==> config.mk <==
export PLATFORM = sky130hd
export DESIGN_NAME = mips_cpu_muldiv
export DESIGN_NICKNAME = d
export VERILOG_FILES = /design/src/rtl/mips_cpu_pkg.sv /design/src/rtl/mips_cpu_divstep.sv /design/src/rtl/mips_cpu_muldiv.sv
export SDC_FILE = /design/constraint.sdc
export NUM_CORES = 1
export LEC_CHECK = 0
export CORE_MARGIN = 3
export CORE_UTILIZATION = 30
export CTS_CLUSTER_DIAMETER = 60
export DETAILED_ROUTE_END_ITERATION = 6
export HOLD_SLACK_MARGIN = 0.15
export SKIP_LAST_GASP = 1
export SLEW_MARGIN = 25
export SYNTH_ARGS = -nofsm -noshare
export SYNTH_HDL_FRONTEND = slang
export SYNTH_SLANG_ARGS = --single-unit
==> constraint.sdc <==
create_clock -name clk -period 7.8 [get_ports clk]
set_input_delay 1.56 -clock clk [delete_from_list [all_inputs] [get_ports clk]]
set_output_delay 1.56 -clock clk [all_outputs]
set_load 0.005 [all_outputs]
==> src/rtl/mips_cpu_pkg.sv <==
// Shared types for the MIPS CPU slice.
// Holds the multiply/divide unit's op codes, FSM states and latency.
package mips_cpu_pkg;

  localparam int MD_DW      = 32;
  localparam int MD_LATENCY = MD_DW + 2;

  typedef enum logic [1:0] {
    MD_MULT  = 2'b00,
    MD_MULTU = 2'b01,
    MD_DIV   = 2'b10,
    MD_DIVU  = 2'b11
  } md_op_t;

  typedef enum logic [1:0] {
    IDLE = 2'b00,
    CALC = 2'b01,
    FIX  = 2'b10,
    DONE = 2'b11
  } md_state_t;

endpackage

==> src/rtl/mips_cpu_divstep.sv <==
// One restoring-division step.
// Shifts in the next dividend bit and subtracts the divisor if it fits.
module mips_cpu_divstep #(
  parameter int DW = 32
) (
  input  logic [DW-1:0] rem,
  input  logic          bit_in,
  input  logic [DW-1:0] divisor,
  output logic [DW-1:0] rem_next,
  output logic          q
);

  logic [DW-1:0] trial_lo;
  logic [DW:0]   diff;

  assign trial_lo = {rem[DW-2:0], bit_in};
  assign diff     = {1'b0, trial_lo} - {1'b0, divisor};

  // rem < divisor holds, so a set rem msb means the trial always fits
  assign q        = rem[DW-1] | ~diff[DW];
  assign rem_next = q ? diff[DW-1:0] : trial_lo;

endmodule

==> src/rtl/mips_cpu_muldiv.sv <==
// Iterative Hi/Lo multiply/divide unit for MULT/MULTU/DIV/DIVU.
// Magnitude shift-add or restoring divide, then one sign-fix cycle.
module mips_cpu_muldiv
  import mips_cpu_pkg::*;
#(
  parameter int DW = 32
) (
  input  logic          clk,
  input  logic          rst,
  input  logic          start,
  input  md_op_t        op,
  input  logic [DW-1:0] a,
  input  logic [DW-1:0] b,
  input  logic          abort,
  output logic          busy,
  output logic          done,
  output logic [DW-1:0] hi,
  output logic [DW-1:0] lo
);

  localparam int CW = $clog2(DW);

  md_state_t       state, state_next;
  md_op_t          op_q;
  logic [2*DW-1:0] acc, acc_next, fix;
  logic [DW-1:0]   operand, raw_a;
  logic [DW-1:0]   a_mag, b_mag;
  logic [CW-1:0]   cnt;
  logic            neg_q, neg_r, div0;
  logic            is_signed, is_div, accept;
  logic [DW:0]     sum;
  logic [DW-1:0]   rem_next;
  logic            q_bit;

  assign is_signed = (op == MD_MULT) || (op == MD_DIV);
  assign is_div    = (op == MD_DIV) || (op == MD_DIVU);
  assign accept    = start && !abort && (state == IDLE);

  assign a_mag = (is_signed && a[DW-1]) ? -a : a;
  assign b_mag = (is_signed && b[DW-1]) ? -b : b;

  assign busy = (state != IDLE);
  assign done = (state == DONE);

  always_ff @(posedge clk) begin
    if (rst) state <= IDLE;
    else     state <= state_next;
  end

  always_comb begin
    state_next = state;
    unique case (state)
      IDLE: if (accept) state_next = CALC;
      CALC: begin
        if (abort)          state_next = IDLE;
        else if (cnt == '0) state_next = FIX;
      end
      FIX:  state_next = abort ? IDLE : DONE;
      DONE: state_next = IDLE;
      default: state_next = IDLE;
    endcase
  end

  mips_cpu_divstep #(.DW(DW)) u_divstep (
    .rem      (acc[2*DW-1:DW]),
    .bit_in   (acc[DW-1]),
    .divisor  (operand),
    .rem_next (rem_next),
    .q        (q_bit)
  );

  // Multiply adds into the upper half; the multiplier shifts out LSB first
  assign sum = {1'b0, acc[2*DW-1:DW]} + (acc[0] ? {1'b0, operand} : '0);

  always_comb begin
    acc_next = {sum, acc[DW-1:1]};
    if (op_q == MD_DIV || op_q == MD_DIVU)
      acc_next = {rem_next, acc[DW-2:0], q_bit};
  end

  always_comb begin
    fix = acc;
    unique case (1'b1)
      (op_q == MD_MULT || op_q == MD_MULTU): begin
        if (neg_q) fix = -acc;
      end
      div0: fix = {raw_a, {DW{1'b1}}};
      default: begin
        if (neg_q) fix[DW-1:0]    = -acc[DW-1:0];
        if (neg_r) fix[2*DW-1:DW] = -acc[2*DW-1:DW];
      end
    endcase
  end

  always_ff @(posedge clk) begin
    if (rst) begin
      op_q    <= MD_MULT;
      acc     <= '0;
      operand <= '0;
      raw_a   <= '0;
      cnt     <= '0;
      neg_q   <= 1'b0;
      neg_r   <= 1'b0;
      div0    <= 1'b0;
      hi      <= '0;
      lo      <= '0;
    end else begin
      unique case (state)
        IDLE: begin
          if (accept) begin
            op_q    <= op;
            raw_a   <= a;
            cnt     <= CW'(DW - 1);
            neg_q   <= is_signed & (a[DW-1] ^ b[DW-1]);
            neg_r   <= is_signed & a[DW-1];
            div0    <= is_div & (b == '0);
            acc     <= {{DW{1'b0}}, is_div ? a_mag : b_mag};
            operand <= is_div ? b_mag : a_mag;
          end
        end
        CALC: begin
          acc <= acc_next;
          cnt <= cnt - 1'b1;
        end
        FIX: begin
          if (!abort) begin
            hi <= fix[2*DW-1:DW];
            lo <= fix[DW-1:0];
          end
        end
        default: ;
      endcase
    end
  end

endmodule

# Word-level counts from Yosys, hierarchy flattened
# Cells that the tools add are included.
dict set report word_totals {
  register_bits 204
  out_inout_bits 66
  inputBits 70
}
dict set report classes {
  bitwise 7
  reduce_logical 20
  n_mux 20
  add_sub_neg 8
  eq_ne 10
}
# cell n
set ops {}
lappend ops {{$mux 32} 8}
lappend ops {{$pmux 64 s2} 2}
lappend ops {{$mux 64} 3}
lappend ops {{$neg 32->32} 4}
lappend ops {{$neg 64->64} 1}
lappend ops {{$add 32x32->33} 1}
lappend ops {{$sub 32x32->33} 1}
lappend ops {{$logic_not 32->1} 1}
lappend ops {{$eq 2x2->1 const B} 6}
lappend ops {{$pmux 5 s2} 1}
lappend ops {{$mux 2} 4}
lappend ops {{$pmux 2 s4} 1}
lappend ops {{$reduce_and 2->1} 4}
lappend ops {{$logic_not 2->1} 3}
lappend ops {{$logic_not 5->1} 1}
lappend ops {{$mux 5} 1}
lappend ops {{$sub 5x1->5 const B} 1}
lappend ops {{$eq 2x1->1 const B} 2}
lappend ops {{$logic_and 1x1->1} 4}
lappend ops {{$logic_or 1x1->1} 4}
lappend ops {{$reduce_bool 2->1} 2}
lappend ops {{$and 1x1->1} 3}
lappend ops {{$ne 3x3->1 const B} 1}
lappend ops {{$ne 2x2->1 const B} 1}
lappend ops {{other kinds (4)} 5}

# Depth between registers and ports, before layout
dict set report depth {
  depth_word 7
  depth_mapped 15
}

# By module
# From an unflattened synthesis, not the netlist that was laid out.
dict set report hier_totals {
  hier_cells 2198
  area_unflattened_um2 16047.9
}
# mod area_per_inst_um2 n_inst cells_each
set by_module_without_submodules {}
lappend by_module_without_submodules {mips_cpu_muldiv 13937.1 1 1864}
lappend by_module_without_submodules {mips_cpu_divstep 2110.8 1 334}

# Worst setup path before layout
# OpenSTA, ideal clock, no wires.
dict set report synth_path {
  path_kind {input to register}
  from {input b[7]}
  to {register operand[28]}
  path_buffers 0
  stages 9
  t_required_ns 7.683
  path_slack_ns 3.951
  arrival_ns 3.732
  path_cell_list {or3_1 > nor4b_1 > nand4_1 > nor4_1 > inv_1 > o21ai_0 > xor2_1 > nand2_1 > a32o_1}
}
dict set report synth_via {
  elab_chain_len 3
}
# element line
set synth_lines {}
lappend synth_lines {{start, declared} mips_cpu_muldiv.sv:13} ;# input logic [DW-1:0] b,
lappend synth_lines {{$neg 32->32} mips_cpu_muldiv.sv:40} ;# assign b_mag = (is_signed && b[DW-1]) ? -b : b;
lappend synth_lines {{$mux 32} mips_cpu_muldiv.sv:40}
lappend synth_lines {{$mux 32} mips_cpu_muldiv.sv:118} ;# operand <= is_div ? b_mag : a_mag;
lappend synth_lines {{end signal, assigned} mips_cpu_muldiv.sv:118}
lappend synth_lines {{end, declared} mips_cpu_muldiv.sv:26} ;# logic [DW-1:0] operand, raw_a;
# No other way between the ends.
# A chain may end at the register's enable or synchronous reset.

# Worst setup path after layout
dict set report layout_path {
  from {input b[9]}
  to {register operand[28]}
}
# Same word-level chain as after synthesis.

==> metrics.md <==
| Metric | Value |
|---|---|
| Via density per instance | 5.78 |
| Number of diodes added for antenna fixing | 0 |
| Type of origin of the critical path | input pin |
| Gate family responsible for the most delay along the worst path | simple AND/OR/NAND/NOR gates |
| Worst r2r path cells | 13 |
| Most instantiated cells after synthesis | 264 x sky130_fd_sc_hd__nand2_1, 252 x sky130_fd_sc_hd__nor2_1, 203 x sky130_fd_sc_hd__dfxtp_1 |
| Slew HR | 0.392 |
| Resize count post-CTS | 0 |
| Final sum of negative setup slack | 0 ns |
| Critical Setup Path Class | input pin to register |
| Full die area | 56600 sq um |
| Smallest hold slack | 0.453 ns |
| Top routing layer in use | met4 |
| Bufs on Longest Clock Path | 3 |
| Number of antenna violations at the first check in global routing | 0 |
| Number of buffers added by the clock tree synthesis step | 29 |
| NetSw | 0.00101 W |
| Leftover overflow at the end of global routing | 0 |
| Top cell type by total area after synthesis | sky130_fd_sc_hd__dfxtp_1 |
| Actual slew at the worst max-slew pin | 0.899 ns |
| RSZ-0062 raised after global routing | no |
| DRC errors left | 0 |
| Initial Utilization | 0.305 |
| Run status | completed |
| Number of levels the H-tree was split into | 1 |
| Synthesized flop and latch total | 203 |
| Largest cells by area after synthesis | sky130_fd_sc_hd__dfxtp_1 25%, sky130_fd_sc_hd__nand2_1 6.1%, sky130_fd_sc_hd__nor2_1 5.9%, sky130_fd_sc_hd__xnor2_1 5.7%, sky130_fd_sc_hd__a21oi_1 5.6% |
| Vias in the first global route | 15700 |
| Total count of max-transition violations in the final report | 0 |
| Buf+Inv Stages, Crit Path | 2 |
| Detailed Routing Iterations Pass 1 | 6 |
| Clk_skew | 0.0337 ns |
| Horizontal extent of the die | 238 um |
| Share of async-settable or async-resettable flops after synthesis | 0 |
| Reported leakage power | 7.05 nW |
| Post-CTS Hold Fix Bufs | 0 |
| Residual antenna-violating net count after detailed routing | 0 |
| Rows | 84 |
| Post-Synthesis Cell Area | 16100 sq um |
| Highest attainable clock frequency | 0.227 GHz |
| Final non-filler cell total | 2940 |
| Most frequently used flop master after synthesis | sky130_fd_sc_hd__dfxtp_1 |
| Critical Path AT | 4.86 ns |
| Most common cell in the synthesized netlist | sky130_fd_sc_hd__nand2_1 |
| Final count of negative-setup-slack endpoints | 0 |
| Clock latency at the later pin of the worst-skew pair | 0.59 ns |
| Clock sink count | 203 |
| # IOs | 136 |
| Final design utilization | 0.358 |
| Global Route Usage Sum | 0.217 |
| Core Region | 52900 sq um |
| Final hold violation count | 0 |
| Final design area excluding fillers | 18900 sq um |
| Input/output buffers | 135 |
| Critical-path top delay cell | sky130_fd_sc_hd__nor4b_1 |
| Fraction of final layout cells sized beyond drive strength 1 | 0.0573 |
| Cell internal pwr | 0.00215 W |
| Met3 WL | 5800 um |
| Unique cell type count in the Yosys netlist | 81 |
| Via count | 17000 |
| Worst hold path cell count | 2 |
| Type of destination of the critical path | register |
| Switching fraction of total power | 0.319 |
| Biggest cell delay along the critical path | 0.79 ns |
| Largest fanout of any net on the critical path | 6 |
| Average size of a mapped cell | 7.29 sq um |
| Fraction of power consumed by combinational cells | 0.210 |
| Number of violations of the max-capacitance limit | 0 |
| Fin crit period | 4.40 ns |
| Top cell by count, worst path | sky130_fd_sc_hd__nor4_1 |
| Final net count | 2371 |
| Share of total power in sequential cells | 0.360 |
| Global-route wire length before repair | 97000 um |
| Number of placed instances with taps included | 2885 |
| Routed len/inst | 21.7 um |
| Path type of the worst min-delay path | register to register |
| Post-DP Area | 17900 sq um |
| Register clock-pin slew on the reported worst setup and hold paths | 0.06 ns |
| Post-synth EDFFs | 0 |
| Pin count of the biggest net entering global routing | 97 |
| Setup Buffers After CTS | 0 |
| Data required time of the critical path | 8.26 ns |
| Signed area change from the synthesized netlist to the final layout | 17.2% |
| Detailed route wirelength on metal2 | 27900 um |
| Synthesized Nets | 2355 |
| Post-DP HPWL | 48500 um |
| Synthesized netlist cell count | 2213 |
| Number of gates on the worst path with buffers counted | 10 |
| Die height | 238 um |
| DRT iter0 DRCs | 1809 |
| Part of the total power dissipated in the clock network | 0.430 |
| Post-Route M1 WL | 28700 um |
| Clock tree from TritonCTS | built |
| Share of synthesized area occupied by flip-flops and latches | 0.252 |
| Weighted congestion at the end of routability-driven global placement | 0.934 |
| Synth warn | 0 |
| Ordered cell list for the critical path | clkdlybuf4s50_1 > nor4_1 > nor4b_1 > nand4_1 > nor4_1 > inv_1 > o21ai_0 > xor2_1 > nand2_1 > a32o_1 |
| Master cell of the clock root buffer | sky130_fd_sc_hd__clkbuf_16 |
| DRT Wirelength | 63900 um |
| Part of the cycle the worst path needs | 0.564 |
| Peak ir drop on the vdd network | 162 uV |
| Total power divided by cell area | 167 nW/um^2 |
| Portion of synthesized cell area occupied by the leading cell type | 0.252 |
## path summary, 6_finish.rpt
kind               from          end  slack (ns)
max                b[9]  operand[28]        3.40
min reg2reg  operand[6]   operand[6]        0.45
max reg2reg     acc[31]      acc[45]        3.65
min          operand[6]   operand[6]        0.45
## worst register-to-register path: stages, from the launching register on
cell                       delay (ns)
sky130_fd_sc_hd__dfxtp_1         0.54
sky130_fd_sc_hd__inv_1           0.15
sky130_fd_sc_hd__ha_1            0.25
sky130_fd_sc_hd__fa_1            0.42
sky130_fd_sc_hd__nor2b_1         0.16
sky130_fd_sc_hd__o31a_1          0.22
sky130_fd_sc_hd__o221ai_1        0.29
sky130_fd_sc_hd__o21ai_0         0.40
sky130_fd_sc_hd__a31o_2          0.26
sky130_fd_sc_hd__a31o_2          0.24
sky130_fd_sc_hd__buf_4           0.42
sky130_fd_sc_hd__mux2i_1         0.37
sky130_fd_sc_hd__nor2_1          0.07
sky130_fd_sc_hd__a221o_1         0.25
## power groups by stage
stage	Sequential, W	Clock (W)	Combinational (W)
2_1_floorplan	0.00112	0	0.000451
3_3_place_gp	0.00116	0	0.000645
3_5_place_dp	0.00116	0	0.000648
4_1_cts	0.00114	0.00138	0.000651
5_1_grt	0.00114	0.00143	0.000720
6_report	0.00114	0.00136	0.000662
## kinds of logic (layout without fill, tap and decap cells)
kind of cell / count (synthesis) / count (layout) / synth area share
and+or+nand+nor: 764 / 764 / 0.216
AOI/OAI and AO/OA: 692 / 692 / 0.283
buffers and inverters: 244 / 283 / 0.0583
DFF: 203 / 203 / 0.252
xor gates and xnor gates: 182 / 182 / 0.0987
adders and majority gates: 72 / 72 / 0.0567
muxes: 56 / 56 / 0.0350
## layer usage
layer / GRT usage / vias up
li1: - / 8045
met1: 0.306 / 8083
met2: 0.343 / 779
met3: 0.0425 / 84
met4: 0.0504 / 0
met5: 0 / -
## state kept, by name (all words and copies together) (netlist names)
register and flops:
lo 32, operand 32, neg_r 1, hi 32, div0 1, op_q 1, neg_q 1, cnt 5
state 2, raw_a 32, acc 64
## cell usage in the layout, fill, tap and decap left out, drive strengths merged, types with 33 or more instances in the layout
master and instances:
nand2 264, nor2 253, dfxtp 203, a21oi 180, clkdlybuf4s50 133, o21ai 126, xnor2 105, xor2 77
a211oi 71, ha 70, inv 70, mux2i 52, nor3 52, o211ai 40, clkbuf 39, a21o 33
nand3 33
## metrics by stage
stage	setup slack [ns]	total power [W]
floorplan	3.95	0.00157
CTS	3.39	0.00317
detailed placement	2.92	0.00181
global placement	3.01	0.00180
global route	3.15	0.00329
finish	3.40	0.00316
## cell type report
cell class	instances	area, sq um
tap	688	861
timing repair buffer	162	1570
clock inverter	15	169
multi-input combinational	1766	11200
sequential	203	4070
fill	5577	33900
inverter	67	251
clock buffer	39	833
No activity file was read; power rests on OpenSTA's default activity.
